<file path="config.mk">
export PLATFORM = sky130hd
export DESIGN_NAME = uart_block_processor
export DESIGN_NICKNAME = d
export VERILOG_FILES = /design/src/rtl/uart_bp_pkg.sv /design/src/rtl/byte_transform.sv /design/src/rtl/uart_block_processor.sv
export SDC_FILE = /design/constraint.sdc
export NUM_CORES = 1
export LEC_CHECK = 0
export BUFFER_PORTS_ARGS = -buffer_cell sky130_fd_sc_hd__buf_2
export CAP_MARGIN = 10
export CORE_ASPECT_RATIO = 0.75
export CORE_MARGIN = 1
export CORE_UTILIZATION = 52
export DETAILED_ROUTE_END_ITERATION = 16
export PLACE_DENSITY_LB_ADDON = 0.2
export SKIP_CTS_REPAIR_TIMING = 1
export SYNTH_ARGS = -nofsm -noshare
export SYNTH_HDL_FRONTEND = slang
export SYNTH_SLANG_ARGS = --single-unit
</file>
<file path="constraint.sdc">
create_clock -name clk -period 3.6 [get_ports clk]
set_input_delay 0.72 -clock clk [delete_from_list [all_inputs] [get_ports clk]]
set_output_delay 0.72 -clock clk [all_outputs]
set_load 0.005 [all_outputs]
</file>
<file path="src/rtl/uart_bp_pkg.sv">
// uart_bp_pkg: shared FSM states and mode encodings for the UART block processor
package uart_bp_pkg;
  typedef enum logic [1:0] {IDLE, RECV, SEND} state_e;
  localparam logic [1:0] MODE_PASS = 2'd0;
  localparam logic [1:0] MODE_INV  = 2'd1;
  localparam logic [1:0] MODE_THR  = 2'd2;
  localparam logic [1:0] MODE_REV  = 2'd3;
endpackage

</file>
<file path="src/rtl/byte_transform.sv">
// byte_transform: per-byte output function selected by the latched block mode
module byte_transform
  import uart_bp_pkg::*;
#(
  parameter logic [7:0] THRESH = 8'd128
) (
  input  logic [1:0] mode_i,
  input  logic [7:0] byte_i,
  output logic [7:0] byte_o
);
  always_comb
    byte_o = mode_i == MODE_INV ? ~byte_i :
             mode_i == MODE_THR ? (byte_i >= THRESH ? 8'hFF : 8'h00) : byte_i;
endmodule

</file>
<file path="src/rtl/uart_block_processor.sv">
// uart_block_processor: collects BLK_N bytes from the UART, then retransmits them transformed
module uart_block_processor
  import uart_bp_pkg::*;
#(
  parameter int         BLK_N  = 32,
  parameter int         ADDR_W = 5,
  parameter logic [7:0] THRESH = 8'd128
) (
  input  logic       clk,
  input  logic       reset,
  input  logic       rx_empty,
  input  logic [7:0] r_data,
  output logic       rd_uart,
  input  logic       tx_full,
  output logic [7:0] w_data,
  output logic       wr_uart,
  input  logic [1:0] mode,
  output logic       busy,
  output logic       block_done,
  output logic [7:0] blk_count
);
  localparam logic [ADDR_W-1:0] LAST = ADDR_W'(BLK_N - 1);
  state_e            state_q;
  logic [ADDR_W-1:0] cnt_q, idx;
  logic [1:0]        mode_q;
  logic [7:0]        mem_q [2**ADDR_W];
  logic [7:0]        tx_byte;
  byte_transform #(.THRESH(THRESH)) u_xf (
    .mode_i(mode_q),
    .byte_i(mem_q[idx]),
    .byte_o(tx_byte)
  );
  always_comb begin
    rd_uart = state_q == RECV && !rx_empty;
    wr_uart = state_q == SEND && !tx_full;
    busy    = state_q == SEND;
    idx     = mode_q == MODE_REV ? LAST - cnt_q : cnt_q;
    w_data  = busy ? tx_byte : 8'h00;
  end
  // buffer is deliberately left out of reset
  always_ff @(posedge clk)
    if (rd_uart) mem_q[cnt_q] <= r_data;
  always_ff @(posedge clk) begin
    if (reset) begin
      state_q    <= IDLE;
      cnt_q      <= '0;
      mode_q     <= MODE_PASS;
      blk_count  <= 8'd0;
      block_done <= 1'b0;
    end else begin
      block_done <= 1'b0;
      case (state_q)
        IDLE: state_q <= RECV;
        RECV: if (rd_uart) begin
          if (cnt_q == '0) mode_q <= mode;
          cnt_q <= cnt_q == LAST ? '0 : cnt_q + ADDR_W'(1);
          if (cnt_q == LAST) state_q <= SEND;
        end
        SEND: if (wr_uart) begin
          cnt_q <= cnt_q == LAST ? '0 : cnt_q + ADDR_W'(1);
          if (cnt_q == LAST) begin
            state_q    <= RECV;
            block_done <= 1'b1;
            blk_count  <= blk_count + 8'd1;
          end
        end
        default: state_q <= IDLE;
      endcase
    end
  end
endmodule

</file>
==> impl_metrics.toml, run 1 <==
[clocking]
cts.sinks = 274
h-tree-depth = 1
cts_buffer_depth = 3
tritoncts = "built"
cts.clk_slew.worst_paths_ns = 0.07
numCtsBuffers = 27
clk_latency_ns = 0.55
root_buffer = "clkbuf_16"

[global_route]
grt_usage = 0.274
grt_max_degree = 82
grt_pass1_wl_um = 50300
grt_pass1_vias = 8018
globalRouteOverflowTotal = 0
antenna_found_initial = 0

[job]
maxCapViolCount = 0

[final_layout]
n_antenna_cell = 0
multiInputGateArea_um2 = 4460
nFillCells = 1629
layout.nets = 1073
final_area_um2 = 15300
regArea_um2 = 8070
drive_gt1_frac = 0.278
area_growth_pct = 22.1

[yosys]
synth.distinct_cells = 60
synth-main-ff-cell = "edfxtp_1"
synth_area_um2 = 12500
seq_area_frac_synth = 0.642
netlist_instances = 953
yosys_warnings = 0
synth-edff-count = 256
syn_area_per_cell_um2 = 13.2
async_reset_ff_frac = 0
synth_fp_nets = 973
synth-seq-cells = 274

[floorplanning]
core_area_um2 = 23300
initial_core_util = 0.538
fp.dieW_um = 181
num_io_pins = 34
design.die.area_um2 = 24700
die_h_um = 136
rows = 48

[pwr]
seqPwrFrac = 0.516
leakage_nw = 5.15
p_sw_frac = 0.222
intPower_mw = 5.27
clockPowerShare = 0.414
power.switching_mw = 1.50
p_comb_frac = 0.070
ir_drop_uv = 463
power_density_nw_per_um2 = 442
power.total_mw = 6.77

[timing]
fin_setup_tns_ns = -0.620
fmax_mhz = 270
finalSetupViolCount = 8
min_period_ns = 3.71
setup_ws_ns = -0.107
slew_headroom = 0.426
period_share = 1.03
rsz0062_at_grt = "true"
finalHoldViolations = 0
worst_pin_slew_ns = 0.858
skew_ns = 0.0133
slew_viol_final = 0

[worst_setup_path]
worstPathMaxFanout = 8
crit_required_ns = 2.88
worstSetupStartpointType = "register"
crit_type = "register to primary output"
arrival_ns = 2.99
crit_start = "mode_q[0]"
cp-end-kind = "primary output"
regToRegStartpoint = "cnt_q[0]"
regToRegSetupSlack_ns = 1.06
rr_worst_depth = 4

[worst_hold_path]
hold_path.class = "input pin to register"
min_path_cells = 3
min-delay-start = "mode[1]"

[status]
status = "complete, but fails checks"
violations = "negative setup slack"

[drt]
drc_errors = 0
wire_per_inst_um = 27.8
dr.pass1.iters = 6
vias = 9404
routed_via_density = 6.85
dr.first_iter.drc_count = 1615
postRouteAntennaNets = 0
wl_um = 38200

[place]
dp_hpwl_um = 21300
place_area_um2 = 13300
port_buffers = 33
routabilityCongestion = 0.924
[critical path: stages (launching register included)]
cell and delay (ns):
dfxtp_4 0.41, buf_6 0.14, and2_4 0.20, mux4_2 0.36, mux4_2 0.51, o211ai_2 0.20, o31ai_4 0.11, buf_12 0.15
a21oi_1 0.11, nand2_1 0.10, buf_2 0.14
[routing by layer]
layer / vias up / share of wire / track usage
li1: 3959 / - / -
met1: 4656 / 0.40 / 0.433
met2: 686 / 0.43 / 0.396
met3: 103 / 0.14 / 0.0469
met4: 0 / 0.028 / 0.0579
met5: - / 0 / 0
[registers in the layout (all words and copies together) (netlist names)]
| signal | flops |
|---|---|
| block_done | 1 |
| blk_count | 8 |
| mode_q | 2 |
| state_q | 2 |
| cnt_q | 5 |
| mem_q | 256 |
[cell families (layout without fill, tap and decap cells)]
group	Yosys count	in the layout	share of synthesized area
fa+ha+maj	6	6	0.00599
buf+inv	88	205	0.0334
xor+xnor	8	8	0.00559
flops	274	274	0.642
simple gates	340	341	0.139
mux	63	65	0.0889
compound gates	174	174	0.0854
[power groups by stage]
stage	Sequential (mW)	Clock, mW	Combinational [mW]
final	3.49	2.80	0.472
after global routing	3.49	2.91	0.493
after CTS	3.50	2.80	0.345
after detailed placement	3.56	0	0.343
after global placement	3.56	0	0.338
after floorplan	3.56	0	0.205
[metrics by stage]
stage | util | instances | setup WS [ns] | hold WS, ns
floorplan | - | 953 | 0.769 | 0.502
global placement | 0.572 | 1273 | 0.298 | 0.489
detailed placement | 0.572 | 1273 | 0.229 | 0.504
CTS | 0.609 | 1322 | -0.356 | 0.408
global route | 0.657 | 1373 | -0.194 | 0.438
finish | 0.657 | 1373 | -0.107 | 0.412
[path summary, 6_finish.rpt]
kind                                     end
worst max-delay path               w_data[3]
worst min-delay path               mode_q[1]
worst min register to register  blk_count[7]
worst max register to register  mem_q[23][3]
[cell usage after synthesis (3+ instances only)]
| cell type | instances | area share |
|---|---|---|
| o21ai_0 | 101 | 0.040 |
| inv_1 | 6 | 0.0018 |
| a41oi_1 | 24 | 0.017 |
| nand4_1 | 4 | 0.0020 |
| a21o_1 | 3 | 0.0018 |
| nand2_1 | 29 | 0.0087 |
| clkbuf_1 | 30 | 0.0090 |
| ha_1 | 6 | 0.0060 |
| dfxtp_1 | 18 | 0.029 |
| buf_6 | 3 | 0.0027 |
| nor3_1 | 8 | 0.0032 |
| nor4_2 | 6 | 0.0060 |
| nor2_1 | 60 | 0.018 |
| o22ai_1 | 3 | 0.0015 |
| mux2_2 | 7 | 0.0063 |
| edfxtp_1 | 256 | 0.61 |
| and3b_1 | 3 | 0.0021 |
| nand2b_1 | 4 | 0.0020 |
| xnor2_1 | 3 | 0.0021 |
| mux2i_1 | 18 | 0.014 |
| nand3_1 | 201 | 0.080 |
| a22oi_1 | 6 | 0.0036 |
| nand3b_1 | 5 | 0.0030 |
| mux4_2 | 38 | 0.068 |
| a21oi_1 | 17 | 0.0068 |
| xor2_1 | 5 | 0.0035 |
| buf_4 | 4 | 0.0024 |
| buf_2 | 40 | 0.016 |
| and3_1 | 5 | 0.0025 |
| nand4b_1 | 3 | 0.0021 |
[cells in the final DEF, fill, tap and decap left out, types with 6 or more instances in the layout]
cell       count
clkinv_2       6
edfxtp_1     256
a41oi_2       12
clkbuf_16     39
nor2_1        60
buf_4         71
mux4_2        38
a41oi_1        7
mux2_2         6
nor3_1         7
nand3_1      197
dfxtp_1       12
ha_1           6
mux2i_1       15
o21ai_0      100
a21oi_1       13
inv_1          6
a22oi_1        6
buf_6         16
nand2_1       28
buf_12        12
buf_2         33
[cell type report]
| class | instances | area share |
|---|---|---|
| Sequential cell | 274 | 0.527 |
| Clock buffer | 31 | 0.0451 |
| Multi-Input combinational cell | 594 | 0.291 |
| Timing Repair Buffer | 148 | 0.0983 |
| Clock inverter | 18 | 0.0112 |
| Tap cell | 300 | 0.0245 |
| Inverter | 8 | 0.00237 |
(Power assumes the default switching activity.)
==> inputs of run 2 (changes only) <==
Settings changed: CORE_ASPECT_RATIO 0.75 to default, CORE_MARGIN 1 to 4, SLEW_MARGIN from default to 25.
==> run 2 against run 1 <==
The run still ends with negative setup slack left. Sequential cell count stayed put. Worst hold slack better by 0.052 ns. Routed wire length fell by 6.6%. Critical endpoint is now w_data[2].
==> impl_metrics.toml, run 2 (synthesis gave the netlist of run 1 again) <==
[job]
maxCapViolCount = 0

[final_layout]
nFillCells = 1721
largest_reg_flops = 256
area_growth_pct = 20.9
n_antenna_cell = 0
final_area_um2 = 15200
fin_cells = 1391
drive_gt1_frac = 0.271
regArea_um2 = 8060
final_common_cell = "edfxtp_1"
regMostFlops = "mem_q"
multiInputGateArea_um2 = 4370
reg_top3 = "mem_q (256), blk_count (8), cnt_q (5)"
layout.nets = 1075
mostFrequentLayoutCells = "edfxtp_1 (256), nand3_1 (200), o21ai_0 (97)"

[pwr]
leakage_nw = 5.08
power_density_nw_per_um2 = 429
ir_drop_uv = 309

[status]
violations = "negative setup slack"
status = "complete, but fails checks"

[global_route]
grt_pass1_vias = 8370
grt_max_degree = 49
grt_pass1_wl_um = 50300
globalRouteOverflowTotal = 0
grt_usage = 0.246
antenna_found_initial = 0

[place]
place_area_um2 = 13400
dp_hpwl_um = 20800
placed_cells = 1294
routabilityCongestion = 0.907
dp_slack_ns = 0.162
port_buffers = 33

[drt]
vias = 9126
routed_via_density = 6.56
dr.pass1.iters = 6
drc_errors = 0
dr.first_iter.drc_count = 1253
wl_um = 35700
wire_per_inst_um = 25.7
postRouteAntennaNets = 0

[timing]
fmax_mhz = 263
fin_setup_tns_ns = -0.716
finalSetupViolCount = 8
slew_viol_final = 0
setup_ws_ns = -0.203
worst_pin_slew_ns = 0.742
rsz0062_at_grt = "true"
finalHoldViolations = 0
period_share = 1.06
min_period_ns = 3.80
skew_ns = 0.0283
slew_headroom = 0.504

[worst_setup_path]
path_cells = "buf_6 -> buf_6 -> a21boi_4 -> buf_12 -> buf_8 -> buf_8 -> o21ai_0 -> nand3_1 -> a41oi_2 -> nor4_2 -> buf_4 -> mux2i_1 -> nand2_1 -> buf_2"
cpLargestDelayFamily = "buffers and inverters"
cp_num_buf_inv = 7
slowest_delay_ns = 0.35
regToRegSetupSlack_ns = 1.01
crit_required_ns = 2.88
regToRegStartpoint = "cnt_q[4]"
crit_path_top_delay_cell = "dfxtp_4"
worstSetupStartpointType = "register"
cp-end-kind = "primary output"
crit_type = "register to primary output"
worstPathMaxFanout = 11
rr_worst_depth = 7
r2r_end = "blk_count[7]"
arrival_ns = 3.08

[clocking]
clk_latency_ns = 0.55
numCtsBuffers = 28
cts_buffer_depth = 3
cts.sinks = 274
cts.clk_slew.worst_paths_ns = 0.06
h-tree-depth = 1
tritoncts = "built"
root_buffer = "clkbuf_16"

[worst_hold_path]
min_path_cells = 3
hold_end = "mode_q[0]"
min-delay-start = "mode[0]"
hold_path.class = "input pin to register"

[floorplanning]
core_area_um2 = 23600
die_h_um = 163
design.die.area_um2 = 26700
initial_core_util = 0.531
fp.dieW_um = 163
rows = 56
num_io_pins = 34
## run 2: changes by cell type in the layout (fill, tap and decap cells not counted), moves of 4 or more
cell	delta
o21ai_2	+4
buf_4	+8
buf_6	-9
buf_12	+6
## run 2: power breakdown
group          internal, mW  switching, mW
registers              3.49        0.00837
logic                 0.175          0.258
clock network          1.42           1.16
## run 2: through the flow
step	total power, mW	util	hold WS [ns]
after floorplan	3.76	-	0.502
after global routing	6.70	0.642	0.466
after detailed placement	3.90	0.568	0.507
after CTS	6.44	0.601	0.462
final	6.51	0.642	0.464
after global placement	3.90	0.568	0.495
## run 2: per-layer routing
| metal | vias to the layer above | track usage | wire [um] |
|---|---|---|---|
| li1 | 3944 | - | - |
| met1 | 4523 | 0.368 | 14500 |
| met2 | 600 | 0.375 | 16600 |
| met3 | 59 | 0.0553 | 3990 |
| met4 | 0 | 0.0553 | 680 |
| met5 | - | 0 | 0 |
## run 2: final cells by class
class,count,share of cell area
Sequential cell,274,0.532
Multi-Input combinational cell,592,0.289
Timing Repair Buffer,151,0.0979
Clock buffer,35,0.0480
Tap cell,319,0.0263
Clock inverter,12,0.00462
Inverter,8,0.00223
## run 2: worst max path at each step
stage	startpoint	to	slack [ns]	cells after the start
floorplan	cnt_q[1]	w_data[7]	0.77	7
CTS	mode_q[1]	w_data[0]	-0.41	9
global placement	mode_q[0]	w_data[0]	0.21	9
detailed placement	mode_q[1]	w_data[0]	0.16	9
finish	mode_q[0]	w_data[2]	-0.20	14
global route	mode_q[0]	w_data[2]	-0.26	14
## run 2: worst register-to-register path, cell delays in order, from the launching register on
cell	delay [ns]
dfxtp_1	0.67
buf_4	0.27
nand3_1	0.26
nor4b_2	0.64
and4_1	0.34
nand3_1	0.10
xor2_1	0.13
nor2_1	0.05
